File: src/rtl/regs_wb.sv
// regs_wb: DLX writeback merging ALU results (priority) with FIFO-buffered load responses, plus pending-load scoreboard.
// Write port registered: 1 cycle from ALU, >=2 cycles from load accept; mem_ready drops only while the FIFO is full.
module regs_wb #(
  parameter int DEPTH = 4
) (
  input  logic        clk,
  input  logic        rst_n,
  input  logic        alu_valid,
  input  logic [4:0]  alu_rd,
  input  logic [31:0] alu_data,
  input  logic        iss_valid,
  input  logic [4:0]  iss_rd,
  input  logic        mem_valid,
  output logic        mem_ready,
  input  logic [4:0]  mem_rd,
  input  logic [31:0] mem_data,
  output logic        WB,
  output logic [4:0]  Rd,
  output logic [31:0] reg_s,
  output logic [31:0] pend,
  output logic        err
);
  localparam int AW = $clog2(DEPTH);
  localparam int CW = AW + 1;
  localparam logic [CW-1:0] FULL = CW'(DEPTH);

  typedef struct packed {
    logic [4:0]  rd;
    logic [31:0] data;
  } ent_t;

  ent_t          fifo_q [DEPTH];
  logic [AW-1:0] wr_ptr;
  logic [AW-1:0] rd_ptr;
  logic [CW-1:0] count;
  ent_t          head;
  logic          accept;
  logic          push;
  logic          alu_win;
  logic          pop;
  logic          err_hit;
  logic [31:0]   set_mask;
  logic [31:0]   clr_mask;

  // Full blocks acceptance even when a pop frees a slot this cycle.
  assign mem_ready = (count != FULL) && rst_n;
  assign accept    = mem_valid && mem_ready;
  assign push      = accept && (mem_rd != 5'd0);
  assign alu_win   = alu_valid && (alu_rd != 5'd0);
  assign pop       = !alu_win && (count != '0);
  assign head      = fifo_q[rd_ptr];

  always_comb begin
    set_mask = '0;
    clr_mask = '0;
    if (iss_valid) set_mask[iss_rd] = 1'b1;
    if (pop)       clr_mask[head.rd] = 1'b1;
    set_mask[0] = 1'b0;
  end

  assign err_hit = (iss_valid && (iss_rd != 5'd0) && pend[iss_rd])
                || (accept && (mem_rd != 5'd0) && !pend[mem_rd])
                || (alu_win && pend[alu_rd]);

  always_ff @(posedge clk) begin
    if (!rst_n) begin
      wr_ptr <= '0;
      rd_ptr <= '0;
      count  <= '0;
      WB     <= 1'b0;
      Rd     <= '0;
      reg_s  <= '0;
      pend   <= '0;
      err    <= 1'b0;
      for (int i = 0; i < DEPTH; i++) fifo_q[i] <= '0;
    end else begin
      if (push) begin
        fifo_q[wr_ptr] <= '{rd: mem_rd, data: mem_data};
        wr_ptr         <= wr_ptr + 1'b1;
      end
      if (pop) rd_ptr <= rd_ptr + 1'b1;
      case ({push, pop})
        2'b10:   count <= count + 1'b1;
        2'b01:   count <= count - 1'b1;
        default: count <= count;
      endcase

      if (alu_win) begin
        WB    <= 1'b1;
        Rd    <= alu_rd;
        reg_s <= alu_data;
      end else if (pop) begin
        WB    <= 1'b1;
        Rd    <= head.rd;
        reg_s <= head.data;
      end else begin
        WB    <= 1'b0;
      end

      // Set beats clear so a re-issue to the register being retired stays pending.
      pend <= ((pend & ~clr_mask) | set_mask) & ~32'd1;
      if (err_hit) err <= 1'b1;
    end
  end
endmodule

File: config.mk
export PLATFORM = sky130hd
export DESIGN_NAME = regs_wb
export DESIGN_NICKNAME = d
export VERILOG_FILES = /design/src/rtl/regs_wb.sv
export SDC_FILE = /design/constraint.sdc
export NUM_CORES = 1
export LEC_CHECK = 0
export ABC_CLOCK_PERIOD_IN_PS = 5300
export BUFFER_PORTS_ARGS = -buffer_cell sky130_fd_sc_hd__buf_4
export CAP_MARGIN = 20
export CORE_ASPECT_RATIO = 0.7
export CORE_UTILIZATION = 25
export DETAILED_ROUTE_END_ITERATION = 12
export GPL_TIMING_DRIVEN = 1
export MAX_ROUTING_LAYER = met4
export SLEW_MARGIN = 40
export SYNTH_ARGS = -nofsm -noshare
export SYNTH_HDL_FRONTEND = slang
export SYNTH_SLANG_ARGS = --single-unit
File: constraint.sdc
create_clock -name clk -period 5.3 [get_ports clk]
set_input_delay 0.265 -clock clk [delete_from_list [all_inputs] [get_ports clk]]
set_output_delay 0.265 -clock clk [all_outputs]
set_load 0.05 [all_outputs]
Yosys cells after proc, flatten, opt, wreduce, memory -nomap -nowiden
Memories as Yosys holds them, arrays and structs flattened. A register that Yosys moved wholly into a read port is not among the register bits. Cells that the tools add are included.

Register bits after elaboration: 78. Bits in writable memories: 148. Word-level logic and storage cells: 76. Memories: 1.

Equal/unequal tests: 3. Magnitude comparators: 6. $add $sub $neg: 4. Reduce and logical (&&, ||, !) cells: 22. Bitwise operators: 3. Multiplexer cells: 28.

Memories: fifo_q (depth 4, width 37, read ports 1, clocked after memory_dff 1, wr ports 4, line 32) `ent_t fifo_q [DEPTH];`.

Operators by type and width (count): $mux W32 (4); $mux W37 (1); $reduce_or A37 Y1 (1); $and A32 B32 Y32 (1); $not A32 Y32 (1); $or A32 B32 Y32 (1); $lt A5 B6 Y1 const B (4); $bmux W1 S5 (3); $reduce_bool A5 Y1 (3); $mux W1 (12); $logic_and A1 B1 Y1 (11); $demux W1 S5 (2); $ge A5 B1 Y1 const B (2); $mux W5 (2); $mux W2 (3); $pmux W3 S2 (1); $add A2 B1 Y2 const B (2); $reduce_bool A2 Y1 (2); $add A3 B1 Y3 const B (1); $ne A3 B3 Y1 const B (1); $reduce_bool A3 Y1 (1); $sub A3 B1 Y3 const B (1); $eq A2 B1 Y1 const B (1); $eq A2 B2 Y1 const B (1); 2 further kinds (4).

Logic depth before layout (Yosys ltp)
Depth in word-level cells: 9. Mapped depth: 10.

Least setup slack after synthesis
Ideal clock, no wire load.

Kind: input to register. Start point: input port mem_rd[2]. End point: memory fifo_q[1][0] in the netlist's numbering, enable pin. Required time: 4.817 ns. Setup slack: 1.200 ns. Arrival time: 3.618 ns. Buffers on the path: 1. Stages on the path: 5. Setup time: 0.483 ns. Cells stage by stage: clkbuf_1 > or4_1 > o2111a_1 > nand2_1 > o21ai_0.

RTL lines: from (decl) (line 15) `input logic [4:0] mem_rd,`; to (decl) (line 32).

==> results.json <==
{
  "peakVddDrop_uv": 223,
  "slew_headroom_pct": 41.4,
  "r2r_end": "fifo_q[2][0]",
  "ys.flop_type": "edfxtp_1",
  "synth.most_common_cell": "and2_1",
  "p_leak_nw": 4.87,
  "grt_usage_pct": 15.3,
  "worstRegToRegCells": 6,
  "crit_path_end_kind": "flip-flop",
  "reg2reg_slack_ps": 2560,
  "clkTransAtPathRegs_ps": 70,
  "hold_class": "in2reg",
  "core_area_mm2": 0.0413,
  "clock.fmax_mhz": 365,
  "antenna_found_initial": 2,
  "num_vias": 7500,
  "final.min_clock_period_ps": 2740,
  "powerDensity_mw_per_mm2": 406,
  "post-route-util_pct": 32.0,
  "htree_levels": 1,
  "num_rows": 62,
  "ys_types": 57,
  "cp-start-kind": "flip-flop",
  "routed_wl_um": 32000,
  "vias_per_cell": 4.78,
  "syn_to_final_growth_pct": 25.5,
  "setup_viol": 0,
  "rr_startpoint": "count[0]",
  "port_buffers": 154,
  "dp_slack_ps": 2010,
  "crit_required_ps": 5450,
  "critPathArrivalTime_ps": 2890,
  "drcViolationCount": 9,
  "overflow": 0,
  "crit_start": "count[0]",
  "drv_slew": 0,
  "grt_use_met3_pct": 3.61,
  "yosys_warnings": 0,
  "grt_pass1_wl_um": 48200,
  "insertion_delay_ps": 550,
  "drive_above_1_share_pct": 28.4,
  "dieArea_mm2": 0.0430,
  "wl_per_cell_um": 20.4,
  "die_h_um": 174,
  "skew_ps": 36.2,
  "cts_hold_buffers": 1,
  "cts_tree": "built",
  "crit_type": "reg2reg",
  "final_cells": 1568,
  "netlist_top_cells_area": "edfxtp_1 42%, dfxtp_1 15%, mux4_2 11%",
  "grt_pass1_vias": 7456,
  "cap_violations": 0,
  "final_area_mm2": 0.0132,
  "run_status": "finished, violations left",
  "clockBufferDepth": 3,
  "netlist_area_mm2": 0.0106,
  "clock-root-buffer": "clkbuf_16",
  "cts_setup_buffers": 0,
  "finalCritPeriodShare_pct": 51.7,
  "timing.final.ws_setup_ps": 2560,
  "timing.critical_path.to": "fifo_q[2][0]",
  "place_hpwl_um": 21200,
  "violations": "design-rule violations",
  "yosys-top-cells-count": "149 x and2_1, 148 x edfxtp_1, 124 x nand2_1, 79 x dfxtp_1, 51 x nor2_1",
  "placed_cells": 1515,
  "synth_top_area_cell": "edfxtp_1",
  "seq_area_frac_synth_pct": 57.1,
  "io_pins": 156,
  "avgSynthCellArea_um2": 12.1,
  "gr-usage-met2_pct": 22.8,
  "synth_top_area_share_pct": 42.1,
  "grt_max_degree": 44,
  "met1_usage_pct": 20.5,
  "layout.nets": 1089,
  "async_reset_ff_share_pct": 0,
  "placed_cell_area_mm2": 0.0123,
  "clock-sinks": 227,
  "cts_resized": 0,
  "die_w_um": 248,
  "synth_seq_cells": 227,
  "cp_max_fo": 38,
  "ant_nets": 0,
  "numCtsBuffers": 26,
  "drt_first_iter_violations": 652,
  "synth.net_count": 955,
  "synth_edf_count": 148,
  "busiest_layer": "met2",
  "start_util_pct": 25.5,
  "hold_violations": 0,
  "gp_congestion": 0.859,
  "setup_tns_ps": 0,
  "syn-instance-count": 869,
  "rsz0062_at_grt": "no",
  "max_slew.worst_pin.slew_ps": 876,
  "drtPass1Iterations": 9
}
==> state kept, by name, indices dropped and copies added, names as in the netlist, named ones only <==
| name | cells |
|---|---|
| err | 1 |
| Rd | 5 |
| wr_ptr | 2 |
| WB | 1 |
| rd_ptr | 2 |
| pend | 31 |
| fifo_q | 148 |
| reg_s | 32 |
| count | 3 |
==> metrics by stage <==
step | hold slack (ps) | power [W]
final | 14.9 | 0.00537
after global routing | 5.90 | 0.00561
after CTS | 0.193 | 0.00540
after detailed placement | 473 | 0.00364
after global placement | 466 | 0.00361
after floorplan | 401 | 0.00313
==> logic make-up after synthesis <==
| family | synth area share (%) |
|---|---|
| flip-flops | 57.1 |
| adder cells (fa/ha/maj) | 0.308 |
| buffers and inverters | 2.73 |
| multiplexers | 13.3 |
| AND/OR/NAND/NOR | 17.9 |
| other | 0.0355 |
| AO/OA/AOI/OAI | 8.23 |
| XOR/XNOR | 0.415 |
==> layout make-up <==
class,count,area [µm²]
fill,4101,28100
sequential,227,6030
multi-input combinational,572,4320
timing repair buffer,170,1360
tap,544,681
clock buffer,33,677
clock inverter,14,135
inverter,6,22.5
antenna,2,5.00
==> worst min-delay path by stage <==
stage	start	end	cells after the start
floorplan	alu_valid	Rd[4]	2
global placement	reg_s[1]	reg_s[1]	2
detailed placement	reg_s[10]	reg_s[10]	2
CTS	alu_data[16]	reg_s[16]	3
global route	alu_data[19]	reg_s[19]	3
finish	alu_data[28]	reg_s[28]	3
==> power by group <==
part	internal [W]	switching, W
registers	0.00207	0.000130
logic	0.000510	0.000913
clock network	0.00100	0.000744
==> placed cells by master, fill, tap and decap left out, drive strengths merged, types with 4 or more instances in the layout <==
cell / Yosys / final
buf: 19 / 168
and2: 149 / 149
edfxtp: 148 / 148
nand2: 124 / 124
dfxtp: 79 / 79
mux4: 53 / 53
nor2: 51 / 51
a311oi: 36 / 36
o21ai: 35 / 35
clkbuf: 45 / 33
a21oi: 20 / 20
a21boi: 18 / 18
mux2: 14 / 14
clkinv: 1 / 9
inv: 5 / 7
nor3b: 6 / 6
or4: 5 / 5
nand3: 4 / 4
xor2: 4 / 4
mux2i: 4 / 4
nand3b: 4 / 4
nand2b: 4 / 4
==> critical path, stage by stage (launching register included) <==
cell and delay, ps:
dfxtp_1 410, or3b_2 160, o2111a_2 450, inv_2 140, nor3b_2 170, buf_4 390
nand2b_4 600
==> metal layers <==
layer	share of wire (%)	wire, µm	vias up
met5	0	0	-
met4	3.2	1020	0
met3	7.8	2510	58
met2	45	14400	270
met1	44	14100	3725
li1	-	-	3447
Note: power is estimated with default switching activity, not from simulation.
